===== src/rtl/prach_deframer.sv =====
// prach_deframer: unpacks 128-bit U-plane beats (4 IQ samples) into one sample per clk_dsp, 2 cycles SOP-to-sample.
// Registered ready throttles the source to the 2-beat FIFO; define PRACH_DEFRAMER_STATS_EN to build pkt_cnt/err_cnt.
module prach_deframer #(
   parameter int         NUM_SAMPLES      = 839,
   parameter logic [3:0] EXP_FILTER_INDEX = 4'd1
) (
   input  logic         clk_dsp,
   input  logic         rst_dsp,
   input  logic [127:0] avst_sink_u_data,
   input  logic         avst_sink_u_valid,
   input  logic         avst_sink_u_startofpacket,
   input  logic         avst_sink_u_endofpacket,
   output logic         avst_sink_u_ready,
   input  logic         rx_u_dataDirection,
   input  logic [3:0]   rx_u_filterIndex,
   input  logic [15:0]  rx_u_pc_id,
   output logic [15:0]  dout_dr,
   output logic [15:0]  dout_di,
   output logic         dout_dv,
   output logic [7:0]   dout_chn,
   output logic         sync_out,
   output logic         dout_last,
   output logic         err,
   output logic [15:0]  pkt_cnt,
   output logic [15:0]  err_cnt
);

   localparam int              NB   = (NUM_SAMPLES + 3) / 4;
   localparam int              BW   = $clog2(NB + 1);
   localparam logic [BW-1:0]   NB_V = BW'(NB);
   localparam logic [1:0]      LL_B = 2'((NUM_SAMPLES - 1) % 4);

   typedef enum logic [1:0] {IDLE, DATA, DROP} state_t;

   typedef struct packed {
      logic [127:0] dat;
      logic [7:0]   chn;
      logic         first;
      logic         last;
      logic [1:0]   last_lane;
   } entry_t;

   state_t        state, state_nxt;
   logic [BW-1:0] bcnt, bcnt_nxt, beat_n;
   logic [7:0]    chn_cur, chn_nxt;

   entry_t        fifo_mem [2];
   entry_t        head, push_ent;
   logic          wr_ptr, rd_ptr;
   logic [1:0]    fifo_cnt, fifo_cnt_nxt;
   logic [1:0]    lane;
   logic [31:0]   lane_dat;

   logic          acc, sop_ok, take_beat, push, pop, err_c, retro_last;
   logic          retro_tail, retro_s1, retro_out;

   logic          s1_vld, s1_first, s1_last;
   logic [15:0]   s1_dr, s1_di;
   logic [7:0]    s1_chn;

   logic          unused_pc_hi;
   assign unused_pc_hi = ^rx_u_pc_id[15:8];

   assign acc    = avst_sink_u_valid && avst_sink_u_ready;
   assign sop_ok = !rx_u_dataDirection && (rx_u_filterIndex == EXP_FILTER_INDEX);

   always_ff @(posedge clk_dsp) begin
      if (rst_dsp) begin
         state   <= IDLE;
         bcnt    <= '0;
         chn_cur <= '0;
      end else begin
         state   <= state_nxt;
         bcnt    <= bcnt_nxt;
         chn_cur <= chn_nxt;
      end
   end

   always_comb begin
      state_nxt  = state;
      bcnt_nxt   = bcnt;
      chn_nxt    = chn_cur;
      beat_n     = bcnt + BW'(1);
      take_beat  = 1'b0;
      err_c      = 1'b0;
      retro_last = 1'b0;
      push_ent.dat       = avst_sink_u_data;
      push_ent.chn       = chn_cur;
      push_ent.first     = 1'b0;
      push_ent.last      = 1'b0;
      push_ent.last_lane = 2'd3;

      if (acc) begin
         if (state == DROP) begin
            if (avst_sink_u_endofpacket) state_nxt = IDLE;
         end else if (avst_sink_u_startofpacket) begin
            // A new SOP while a packet is open closes the old one on its last queued sample.
            if (state == DATA) begin
               err_c      = 1'b1;
               retro_last = 1'b1;
            end
            if (sop_ok) begin
               chn_nxt        = rx_u_pc_id[7:0];
               push_ent.chn   = rx_u_pc_id[7:0];
               push_ent.first = 1'b1;
               beat_n         = BW'(1);
               take_beat      = 1'b1;
            end else begin
               err_c     = 1'b1;
               state_nxt = avst_sink_u_endofpacket ? IDLE : DROP;
            end
         end else if (state == DATA) begin
            take_beat = 1'b1;
         end else begin
            err_c = 1'b1;
         end
      end

      if (take_beat) begin
         bcnt_nxt = beat_n;
         if (beat_n == NB_V) begin
            push_ent.last      = 1'b1;
            push_ent.last_lane = LL_B;
            if (avst_sink_u_endofpacket) begin
               state_nxt = IDLE;
            end else begin
               err_c     = 1'b1;
               state_nxt = DROP;
            end
         end else if (avst_sink_u_endofpacket) begin
            err_c         = 1'b1;
            push_ent.last = 1'b1;
            state_nxt     = IDLE;
         end else begin
            state_nxt = DATA;
         end
      end
   end

   assign push         = take_beat;
   assign head         = fifo_mem[rd_ptr];
   assign lane_dat     = head.dat[{lane, 5'd0} +: 32];
   assign pop          = (fifo_cnt != 2'd0) && (lane == head.last_lane);
   assign fifo_cnt_nxt = fifo_cnt + 2'(push) - 2'(pop);

   // The sample to re-flag lives in the FIFO tail, in stage 1, or is just leaving stage 1.
   assign retro_tail = retro_last && (fifo_cnt != 2'd0) && !((fifo_cnt == 2'd1) && pop);
   assign retro_s1   = retro_last && (fifo_cnt == 2'd1) && pop;
   assign retro_out  = retro_last && (fifo_cnt == 2'd0);

   always_ff @(posedge clk_dsp) begin
      if (push)       fifo_mem[wr_ptr]       <= push_ent;
      if (retro_tail) fifo_mem[~wr_ptr].last <= 1'b1;
   end

   always_ff @(posedge clk_dsp) begin
      if (rst_dsp) begin
         wr_ptr            <= 1'b0;
         rd_ptr            <= 1'b0;
         fifo_cnt          <= 2'd0;
         lane              <= 2'd0;
         avst_sink_u_ready <= 1'b0;
         s1_vld            <= 1'b0;
         s1_first          <= 1'b0;
         s1_last           <= 1'b0;
         s1_dr             <= '0;
         s1_di             <= '0;
         s1_chn            <= '0;
         dout_dv           <= 1'b0;
         dout_dr           <= '0;
         dout_di           <= '0;
         dout_chn          <= '0;
         sync_out          <= 1'b0;
         dout_last         <= 1'b0;
         err               <= 1'b0;
      end else begin
         fifo_cnt          <= fifo_cnt_nxt;
         avst_sink_u_ready <= (fifo_cnt_nxt < 2'd2) || (state_nxt == DROP);
         if (push) wr_ptr <= ~wr_ptr;
         if (pop)  rd_ptr <= ~rd_ptr;

         s1_vld <= (fifo_cnt != 2'd0);
         if (fifo_cnt != 2'd0) begin
            s1_dr    <= lane_dat[15:0];
            s1_di    <= lane_dat[31:16];
            s1_chn   <= head.chn;
            s1_first <= head.first && (lane == 2'd0);
            s1_last  <= (head.last && pop) || retro_s1;
            lane     <= pop ? 2'd0 : lane + 2'd1;
         end

         dout_dv   <= s1_vld;
         sync_out  <= s1_vld && s1_first;
         dout_last <= s1_vld && (s1_last || retro_out);
         if (s1_vld) begin
            dout_dr  <= s1_dr;
            dout_di  <= s1_di;
            dout_chn <= s1_chn;
         end
         err <= err_c;
      end
   end

`ifdef PRACH_DEFRAMER_STATS_EN
   logic pkt_done;
   assign pkt_done = take_beat && (beat_n == NB_V) && avst_sink_u_endofpacket;

   always_ff @(posedge clk_dsp) begin
      if (rst_dsp) begin
         pkt_cnt <= '0;
         err_cnt <= '0;
      end else begin
         if (pkt_done && (pkt_cnt != 16'hFFFF)) pkt_cnt <= pkt_cnt + 16'd1;
         if (err_c && (err_cnt != 16'hFFFF))    err_cnt <= err_cnt + 16'd1;
      end
   end
`else
   assign pkt_cnt = '0;
   assign err_cnt = '0;
`endif

endmodule


===== config.mk =====
export PLATFORM = sky130hd
export DESIGN_NAME = prach_deframer
export DESIGN_NICKNAME = d
export VERILOG_FILES = /design/src/rtl/prach_deframer.sv
export SDC_FILE = /design/constraint.sdc
export NUM_CORES = 1
export LEC_CHECK = 0
export BUFFER_PORTS_ARGS = -buffer_cell sky130_fd_sc_hd__buf_2
export CAP_MARGIN = 5
export CORE_MARGIN = 1
export CORE_UTILIZATION = 35
export DETAILED_ROUTE_END_ITERATION = 6
export PLACE_DENSITY_LB_ADDON = 0.05
export SETUP_SLACK_MARGIN = 0.4
export SLEW_MARGIN = 30
export SYNTH_ARGS = -nofsm -noshare
export SYNTH_HDL_FRONTEND = slang
export SYNTH_SLANG_ARGS = --single-unit
export TNS_END_PERCENT = 5

===== constraint.sdc =====
create_clock -name clk_dsp -period 20.7 [get_ports clk_dsp]
set_clock_uncertainty 0.15 [all_clocks]
set_input_delay 4.14 -clock clk_dsp [delete_from_list [all_inputs] [get_ports clk_dsp]]
set_output_delay 4.14 -clock clk_dsp [all_outputs]
set_load 0.02 [all_outputs]

==> results of run 1 <==
-- critical path, stage by stage --
cell and delay (ns):
buf_2 0.09, or4b_1 0.54, or4_1 0.72, clkinv_4 0.24, nor2_2 0.11, nor2_4 0.30, buf_4 0.72
-- placed cells by master, fill, tap and decap left out, drive strengths merged, types with 2 or more instances in the layout --
cell,synthesis,final
edfxtp,276,276
buf,49,200
dfxtp,115,115
nor2,100,100
nand2,77,77
mux4,64,64
clkbuf,36,59
mux2i,50,50
a311oi,33,33
conb,1,32
clkinv,2,18
a21oi,11,11
mux2,10,10
nor2b,9,9
a211oi,9,9
nand3,8,8
inv,6,8
xnor2,7,7
and2b,6,6
nor3,6,6
o21ai,6,6
nand2b,4,4
xor2,4,4
ha,4,4
bufinv,0,4
o2111ai,3,3
o211ai,3,3
or4,2,2
o2bb2ai,2,2
o211a,2,2
nand4,2,2
-- final cells by class --
cell class	count	share of cell area, %
repair buffers	200	6.04
multi-input cells	470	22.1
diodes	1	0.0141
flip-flops and latches	391	59.9
inverters	8	0.198
well taps	539	3.81
clock inverters	22	1.20
clock buffers	59	6.71
-- power groups by stage --
stage	registers, W	clock network [W]	logic, W
finish	0.000839	0.000757	0.0000340
global route	0.000838	0.000815	0.0000375
CTS	0.000839	0.000783	0.0000344
detailed placement	0.000855	0	0.0000342
global placement	0.000855	0	0.0000331
floorplan	0.000856	0	0.0000184
-- layer usage --
metal	wire length (um)	up-vias	global-route usage [%]
li1	-	3849	-
met1	15100	3964	20.8
met2	14900	173	23.5
met3	1790	69	4.15
met5	111	-	0
met4	801	16	5.49
-- cells by family (layout without fill, tap and decap cells) --
family | after synthesis | count (layout) | synth area share [%]
flip-flops | 391 | 391 | 71.2
adder cells (fa/ha/maj) | 4 | 4 | 0.336
buffers and inverters | 93 | 289 | 3.42
multiplexers | 124 | 124 | 14.0
other | 1 | 33 | 0.0252
XOR/XNOR | 11 | 11 | 0.647
AND/OR/NAND/NOR | 226 | 226 | 6.65
AO/OA/AOI/OAI | 73 | 73 | 3.80
-- metrics by stage --
stage	total power, W	cell area [um^2]	hold WS [ns]	instances
4_1_cts	0.00166	17700	0.304	1689
2_1_floorplan	0.000874	15000	0.277	954
3_5_place_dp	0.000889	16300	0.296	1608
6_report	0.00163	17700	0.302	1690
3_3_place_gp	0.000888	16200	0.291	1606
5_1_grt	0.00169	17700	0.347	1689
-- state kept, by name, indices dropped and copies added, names as in the netlist, 2 cells and up, named ones only --
register,count
bcnt,8
s1_di,16
dout_chn,8
dout_dr,16
lane,2
fifo_mem,278
s1_dr,16
state,2
dout_di,16
s1_chn,8
chn_cur,8
fifo_cnt,2
-- worst paths after layout --
path | start | endpoint | cells past startpoint
min | s1_last | s1_last | 2
max reg2reg | state[1] | fifo_mem[0][62] | 6
max | rx_u_filterIndex[3] | fifo_mem[0][62] | 7
min reg2reg | s1_last | s1_last | 2
==> run metrics, run 1 <==
Rows 75; R2R Setup Slk 17.57 ns; Synth-to-Final Area Change 18.9%; Clock Pin Slew Worst Setup and Hold Paths 0.06 ns; Nets 1,273; min Tclk post-route 6.93 ns; cts repair resizes 0; # Post-CTS Setup Buffers 0; share of the yosys chip area belonging to registers 71.2%; Final Setup Violations 0; first-pass GRT wire length 49,700 um; Max IR drop VDD 0.0000817 V; actual slew at the worst max-slew pin 0.922 ns; worst hold path type register to register; crit path DAT 6.96 ns; Die Ht 208 um; Total GRT Usage 15.3%; full die area 43,300 um^2; final hold violations 0; via count 8,071; WP data required 20.73 ns; Overflow after GRT 0; RSZ-0062 raised after global routing no; PortBufs 190; Worst Setup End Kind register; WL per Instance 19.3 um; final cycle utilization of the critical path 33.5%; Root Driver clkbuf_16; # Max-Cap Violations 0; CTS tree built; Post-synth EDFFs 276; CTS sink count 391; Clock Latency Late Sink 0.56 ns; post-synthesis area per instance 16.1 um^2; Sw Ratio 20.0%; startpoint types input pin; crit path max fanout 61; cell area after synthesis 14,900 um^2; worst setup margin 13.77 ns; sequential power share 51.5%; vias in the first global route 8,005; worst setup path class input pin to register; status completed; Vias/cell 4.78; Async S/R FF share, synth 0%; RePlAce Congestion 0.745; drt first pass iters 6; P_int 0.00130 W; register area 10,600 um^2; share of cells above drive strength 1 30.1%; Multi-input gate area 3920 um^2; fmax 144 MHz; routed wire length 32,700 um; Clock Power Share 46.4%; Initial Utilization 35.5%; PD cells 92.1 nW/um^2; combinational power share 2.1%; pins over their slew limit 0; Post-CTS Hold Buffers 0; HPWL after DPL 19,800 um; Die Wd 208 um; Synth area leaders edfxtp_1 (56%), dfxtp_1 (15%), mux4_2 (9.7%); initial antenna violation count 9; post-synth top area share 55.7%; Psw 0.000326 W; relative slew slack 38.5%; Yosys top cell by area edfxtp_1; P_leak 6.05 nW; core area 41,900 um^2; Util after Layout 42.2%; warnings from Yosys 0; count leader, synth edfxtp_1; CTS Buffer Depth 3; Mapped Cells 923; setup_tns 0 ns; Setup WS pre-CTS 13.10 ns; post-route ant nets 0; DRC viols 0; io pins 231; Synth top cells by count edfxtp_1 (276), dfxtp_1 (115), nor2_1 (99); H-tree depth 2; DRT iter0 DRCs 432; register bit count reported by yosys 391; top_reg_cell synth edfxtp_1; cts bufs inserted 44; FILL cells 3,898; post-synthesis cell type count 56; pin count of the biggest net entering global routing 72
Note: power is estimated with default switching activity, not from simulation.
==> run 2, diff against run 1 <==
clock period = 7 ns   (was 20.7 ns; I/O delays follow)
==> run metrics, run 2 (synthesis results as in run 1) <==
status completed; Die Wd 208 um (unchanged); relative slew slack 40.8% (+2.3 points); commonest cells after routing, fill and taps aside edfxtp_1 (276), buf_2 (189), dfxtp_1 (111); worst reg2reg path depth 6 (unchanged); pins over their slew limit 0 (unchanged); HPWL after DPL 19,900 um (+0.38%); Overflow after GRT 0 (unchanged); Clock Pin Slew Worst Setup and Hold Paths 0.06 ns (about the same); crit path max fanout 71 (+16%); CTS tree built; CP endpoint fifo_mem[1][49]; worst path bufs/invs 3 (unchanged); cts repair resizes 0 (unchanged); final hold violations 0 (unchanged); first-pass GRT wire length 49,900 um (+0.54%); Die Ht 208 um (unchanged); Largest Register fifo_mem; core area 41,900 um^2 (unchanged); initial antenna violation count 10 (+1); Root Driver clkbuf_16; CTS sink count 391 (unchanged); sequential power share 50.4% (-1.1 points); PortBufs 190 (unchanged); max reg flops 278 (unchanged); Rows 75 (unchanged); full die area 43,300 um^2 (unchanged); combinational power share 2.0% (about the same); post-route ant nets 0 (unchanged); # Max-Cap Violations 0 (unchanged); Total GRT Usage 15.4% (+0.12 points); Sw Ratio 20.0% (-0.077 points); CP peak stage delay 0.71 ns (about the same); Max IR drop VDD 0.000155 V (+89%); Clock Power Share 47.6% (+1.2 points); H-tree depth 2 (unchanged); FF-to-FF End fifo_mem[1][49]; worst setup path class input pin to register; WP data required 7.06 ns (-13.67 ns); CP top delay family simple AND/OR/NAND/NOR gates; via count 8,091 (+0.25%); io pins 231 (unchanged); Clock Latency Late Sink 0.56 ns (about the same); P_leak 6.09 nW (+0.67%); worst hold path type register to register; Worst Setup End Kind register; share of cells above drive strength 1 30.8% (+0.67 points); startpoint types input pin; Crit. Startpoint rx_u_filterIndex[3]; Initial Utilization 35.5% (unchanged); pin count of the biggest net entering global routing 89 (+24%); most common cell after layout, fill and taps aside edfxtp_1; R2R Setup Slk 3.91 ns (-13.66 ns); routed wire length 32,900 um (+0.71%); fmax 242 MHz; Psw 0.000982 W (+200%); crit path cell chain buf_2 > or4b_1 > or4_1 > clkinv_4 > nor2_2 > nor2_4 > buf_12; WL per Instance 19.4 um (+0.53%); setup_tns 0 ns (unchanged); Final Setup Violations 0 (unchanged); drt first pass iters 4 (-2); Synth-to-Final Area Change 19.6%; instance count on the critical path 7 (unchanged); DRT iter0 DRCs 435 (+0.69%); Nets 1,273 (unchanged); FILL cells 3,833 (-1.7%); final cycle utilization of the critical path 58.9%; actual slew at the worst max-slew pin 0.888 ns (-0.0338 ns); min Tclk post-route 4.12 ns; PD cells 277 nW/um^2 (+200%); RePlAce Congestion 0.715 (-4.0%); # Post-CTS Setup Buffers 0 (unchanged); crit path DAT 4.19 ns (-2.77 ns); CTS Buffer Depth 3 (unchanged); Util after Layout 42.4% (+0.22 points); Reg-to-Reg Start state[1]; slowest stage cell, crit path or4_1; RSZ-0062 raised after global routing no; vias in the first global route 8,323 (+4.0%); P_int 0.00394 W (+200%); Vias/cell 4.78 (about the same); cts bufs inserted 44 (unchanged); Post-CTS Hold Buffers 0 (unchanged); DRC viols 0 (unchanged)
==> run 2: changes by cell type in the layout (fill, tap and decap cells not counted), moves of 3 or more <==
cell / change
clkinv_2: +5
buf_6: -3
clkbuf_1: -3
clkinv_1: -4
==> run 2: final cells by class <==
class                   instances  area [um^2]  area share (%)
flip-flops and latches        391        10600            59.6
multi-input cells             470         3920            22.0
clock buffers                  56         1190            6.67
repair buffers                200         1080            6.08
well taps                     539          674            3.79
clock inverters                26          287            1.61
inverters                       8         35.0           0.197
diodes                          3         7.51          0.0422
==> run 2: power by group through the flow <==
stage / logic [W] / clock network (W) / registers, W
floorplan: 0.0000543 / 0 / 0.00253
detailed placement: 0.000101 / 0 / 0.00253
global route: 0.000111 / 0.00250 / 0.00248
CTS: 0.000101 / 0.00241 / 0.00248
finish: 0.0000998 / 0.00234 / 0.00248
global placement: 0.0000990 / 0 / 0.00253
==> run 2: worst min-delay path: stages (launching register included) <==
cell and delay, ns:
dfxtp_1 0.31, nand2_1 0.05, a21oi_1 0.05
==> run 2: metal layers <==
layer	routed length, um	GRT usage (%)
met2	15600	25.1
met1	14700	19.9
met3	1850	4.12
met5	88	0
met4	668	5.16
==> run 2: stage by stage <==
step                cell area (um^2)  instances  total power (W)  hold slack [ns]  worst slack, ns
finish                         17800       1693          0.00492            0.307             2.88
global route                   17800       1690          0.00508            0.329             2.67
CTS                            17800       1690          0.00499            0.310             2.81
detailed placement             16300       1608          0.00263            0.302             2.20
global placement               16300       1607          0.00263            0.291             2.18
floorplan                      15000        954          0.00258            0.277          -0.0514
==> run 2: worst min-delay path by stage <==
| stage | slack [ns] | cells past startpoint | to | from |
|---|---|---|---|---|
| 6_report | 0.31 | 2 | s1_last | s1_last |
| 3_3_place_gp | 0.29 | 2 | s1_last | s1_last |
| 3_5_place_dp | 0.30 | 2 | s1_last | s1_last |
| 4_1_cts | 0.31 | 2 | s1_last | s1_last |
| 5_1_grt | 0.33 | 2 | s1_last | s1_last |
| 2_1_floorplan | 0.28 | 2 | s1_first | s1_first |
==> run 3, diff against run 2 <==
ABC_AREA = 1   (was default)
clock period = 4.3 ns   (was 7 ns; I/O delays follow)
==> run metrics, run 3 <==
placed insts 1,904 (+18%); Yosys top cell by area edfxtp_1; PortBufs 190 (unchanged); Reg-to-Reg Start avst_sink_u_ready; full die area 43,300 um^2 (-0.15%); post-route ant nets 0 (unchanged); Synth top cells by count edfxtp_1 (276), o21ai_0 (189), nor2_1 (167); DRC viols 0 (unchanged); RSZ-0062 raised after global routing no; post-synthesis cell type count 43 (-23%); register bit count reported by yosys 391 (unchanged); share of cells above drive strength 1 21.8% (-8.9 points); Post-synth EDFFs 276 (unchanged); CP peak stage delay 0.36 ns (-0.35 ns); Nets 1,569 (+23%); final cycle utilization of the critical path 60.0%; Synth area leaders edfxtp_1 (56%), dfxtp_1 (15%), o21ai_0 (6.4%); HP Start s1_dr[0]; fmax 388 MHz; Die Wd 208 um (about the same); max reg flops 278 (unchanged); RePlAce Congestion 0.746 (+4.4%); Total GRT Usage 17.2% (+1.9 points); cts bufs inserted 44 (unchanged); Post-Layout Cell Count 1,987 (+17%); CTS Buffer Depth 3 (unchanged); worst reg2reg path depth 10 (+4); Synth-to-Final Area Change 19.0%; Worst Setup End Kind register; GR Util met1 22.3% (+2.4 points); via count 9,667 (+19%); io pins 231 (unchanged); Vias/cell 4.87 (+1.8%); count leader, synth edfxtp_1; FF-to-FF End fifo_mem[0][12]; post-synthesis area per instance 12.1 um^2 (-25%); first-pass GRT wire length 56,600 um (+13%); Rows 75 (unchanged); pins over their slew limit 0 (unchanged); setup_tns 0 ns (unchanged); min Tclk post-route 2.58 ns; pin count of the biggest net entering global routing 82 (-7.9%); global-route track usage on met3 4.15% (+0.030 points); HPWL after DPL 21,200 um (+6.4%); R2R Setup Slk 1.83 ns (-2.08 ns); Mapped Cells 1,232 (+33%); Clock Pin Slew Worst Setup and Hold Paths 0.06 ns (about the same); P_leak 6.36 nW (+4.3%); startpoint types input pin; Overflow after GRT 0 (unchanged); CP top delay family simple AND/OR/NAND/NOR gates; Placement Cell Area 16,300 um^2 (about the same); GRT Max-Usage Layer met2; Post-CTS Hold Buffers 0 (unchanged); status completed; Util after Layout 42.1% (-0.27 points); relative slew slack 38.9% (-1.9 points); initial antenna violation count 11 (+1); crit path cell chain buf_2 > inv_8 > nand2_2 > nor2_2 > nand2_2 > inv_2 > nand3_4 > nand2_4 > inv_6 > nor2_4 > buf_12 > buf_12; worst hold path type register to register; worst setup path class input pin to register; Root Driver clkbuf_16; Async S/R FF share, synth 0% (unchanged); final instance area 17,700 um^2 (-0.63%); hold path cells 2 (unchanged); crit path max fanout 26 (-63%); drt first pass iters 4 (unchanged); # Max-Cap Violations 0 (unchanged); most common cell after layout, fill and taps aside edfxtp_1; slowest stage cell, crit path nor2_4; post-synth top area share 55.8% (+0.084 points); CTS tree built; share of the yosys chip area belonging to registers 71.3% (+0.11 points); # Post-CTS Setup Buffers 0 (unchanged); Largest Register fifo_mem; CTS sink count 391 (unchanged); routed wire length 37,200 um (+13%); Initial Utilization 35.4% (-0.054 points); crit path DAT 2.69 ns (-1.50 ns); actual slew at the worst max-slew pin 0.914 ns (+0.0267 ns); H-tree depth 2 (unchanged); Die Ht 208 um (about the same); top_reg_cell synth edfxtp_1; core area 41,900 um^2 (unchanged); cell area after synthesis 14,900 um^2 (-0.15%); Final Setup Violations 0 (unchanged); WL per Instance 18.7 um (-3.6%); Max IR drop VDD 0.000279 V (+80%); final hold violations 0 (unchanged); met2 Use GR 28.3% (+3.2 points); vias in the first global route 9,411 (+13%); worst path bufs/invs 6 (+3); DRT iter0 DRCs 402 (-7.6%); warnings from Yosys 0 (unchanged); worst hold endpoint dout_dr[0]; cts repair resizes 0 (unchanged); WP data required 4.41 ns (-2.65 ns); commonest cells after routing, fill and taps aside edfxtp_1 (276), buf_2 (190), o21ai_0 (189); Clock Latency Late Sink 0.56 ns (about the same); PD cells 439 nW/um^2 (+59%); Power Total 0.00775 W (+58%)
==> run 3: layout make-up <==
class                      count  area, um^2
antenna                        4        10.0
clock buffer                  69        1310
clock inverter                10        52.6
fill                        3993       24300
inverter                      72         288
multi-input combinational    694        3590
sequential                   391       10600
tap                          539         674
timing repair buffer         208        1160
==> run 3: metal layers <==
layer,routed length (um),vias up
met5,65,-
met4,798,10
met3,2000,61
met2,17500,205
met1,16900,4632
li1,-,4759
==> run 3: power breakdown <==
group | switching [W] | internal [W]
clock | 0.00147 | 0.00208
sequential | 0.00000397 | 0.00403
combinational | 0.000116 | 0.0000640
==> run 3: worst max path at each step <==
stage                     cells after the start  slack, ns           startpoint               end
after floorplan                               9       0.20  rx_u_filterIndex[1]    fifo_mem[1][0]
after global placement                       12       1.10  rx_u_filterIndex[1]  fifo_mem[0][108]
after detailed placement                     12       1.09  rx_u_filterIndex[1]  fifo_mem[0][108]
after CTS                                    12       1.69  rx_u_filterIndex[1]   fifo_mem[0][12]
after global routing                         12       1.53  rx_u_filterIndex[1]  fifo_mem[0][108]
final                                        12       1.72  rx_u_filterIndex[1]   fifo_mem[0][12]
==> run 3: through the flow <==
step                hold slack (ns)  worst slack, ns
global placement              0.286             1.10
finish                        0.296             1.72
floorplan                     0.271            0.201
CTS                           0.297             1.69
global route                  0.313             1.53
detailed placement            0.296             1.09
==> run 3: kinds of logic (layout without fill, tap and decap cells) <==
group                      Yosys count  in the layout  share of synthesized area, %
AOI/OAI and AO/OA                  380            380                          14.7
xor gates and xnor gates             6              6                         0.354
adders and majority gates            4              4                         0.337
buffers and inverters              178            359                          5.62
DFF                                391            391                          71.3
other                                1             36                        0.0252
and+or+nand+nor                    272            272                          7.74
==> run 3: worst reg2reg max path: stages, from the launching register on <==
cell and delay, ns:
dfxtp_1 0.36, nand2_2 0.08, inv_2 0.11, o21ai_4 0.09, inv_2 0.07, nand3_4 0.19
nand2_4 0.20, inv_6 0.07, nor2_4 0.37, buf_12 0.27, buf_12 0.22
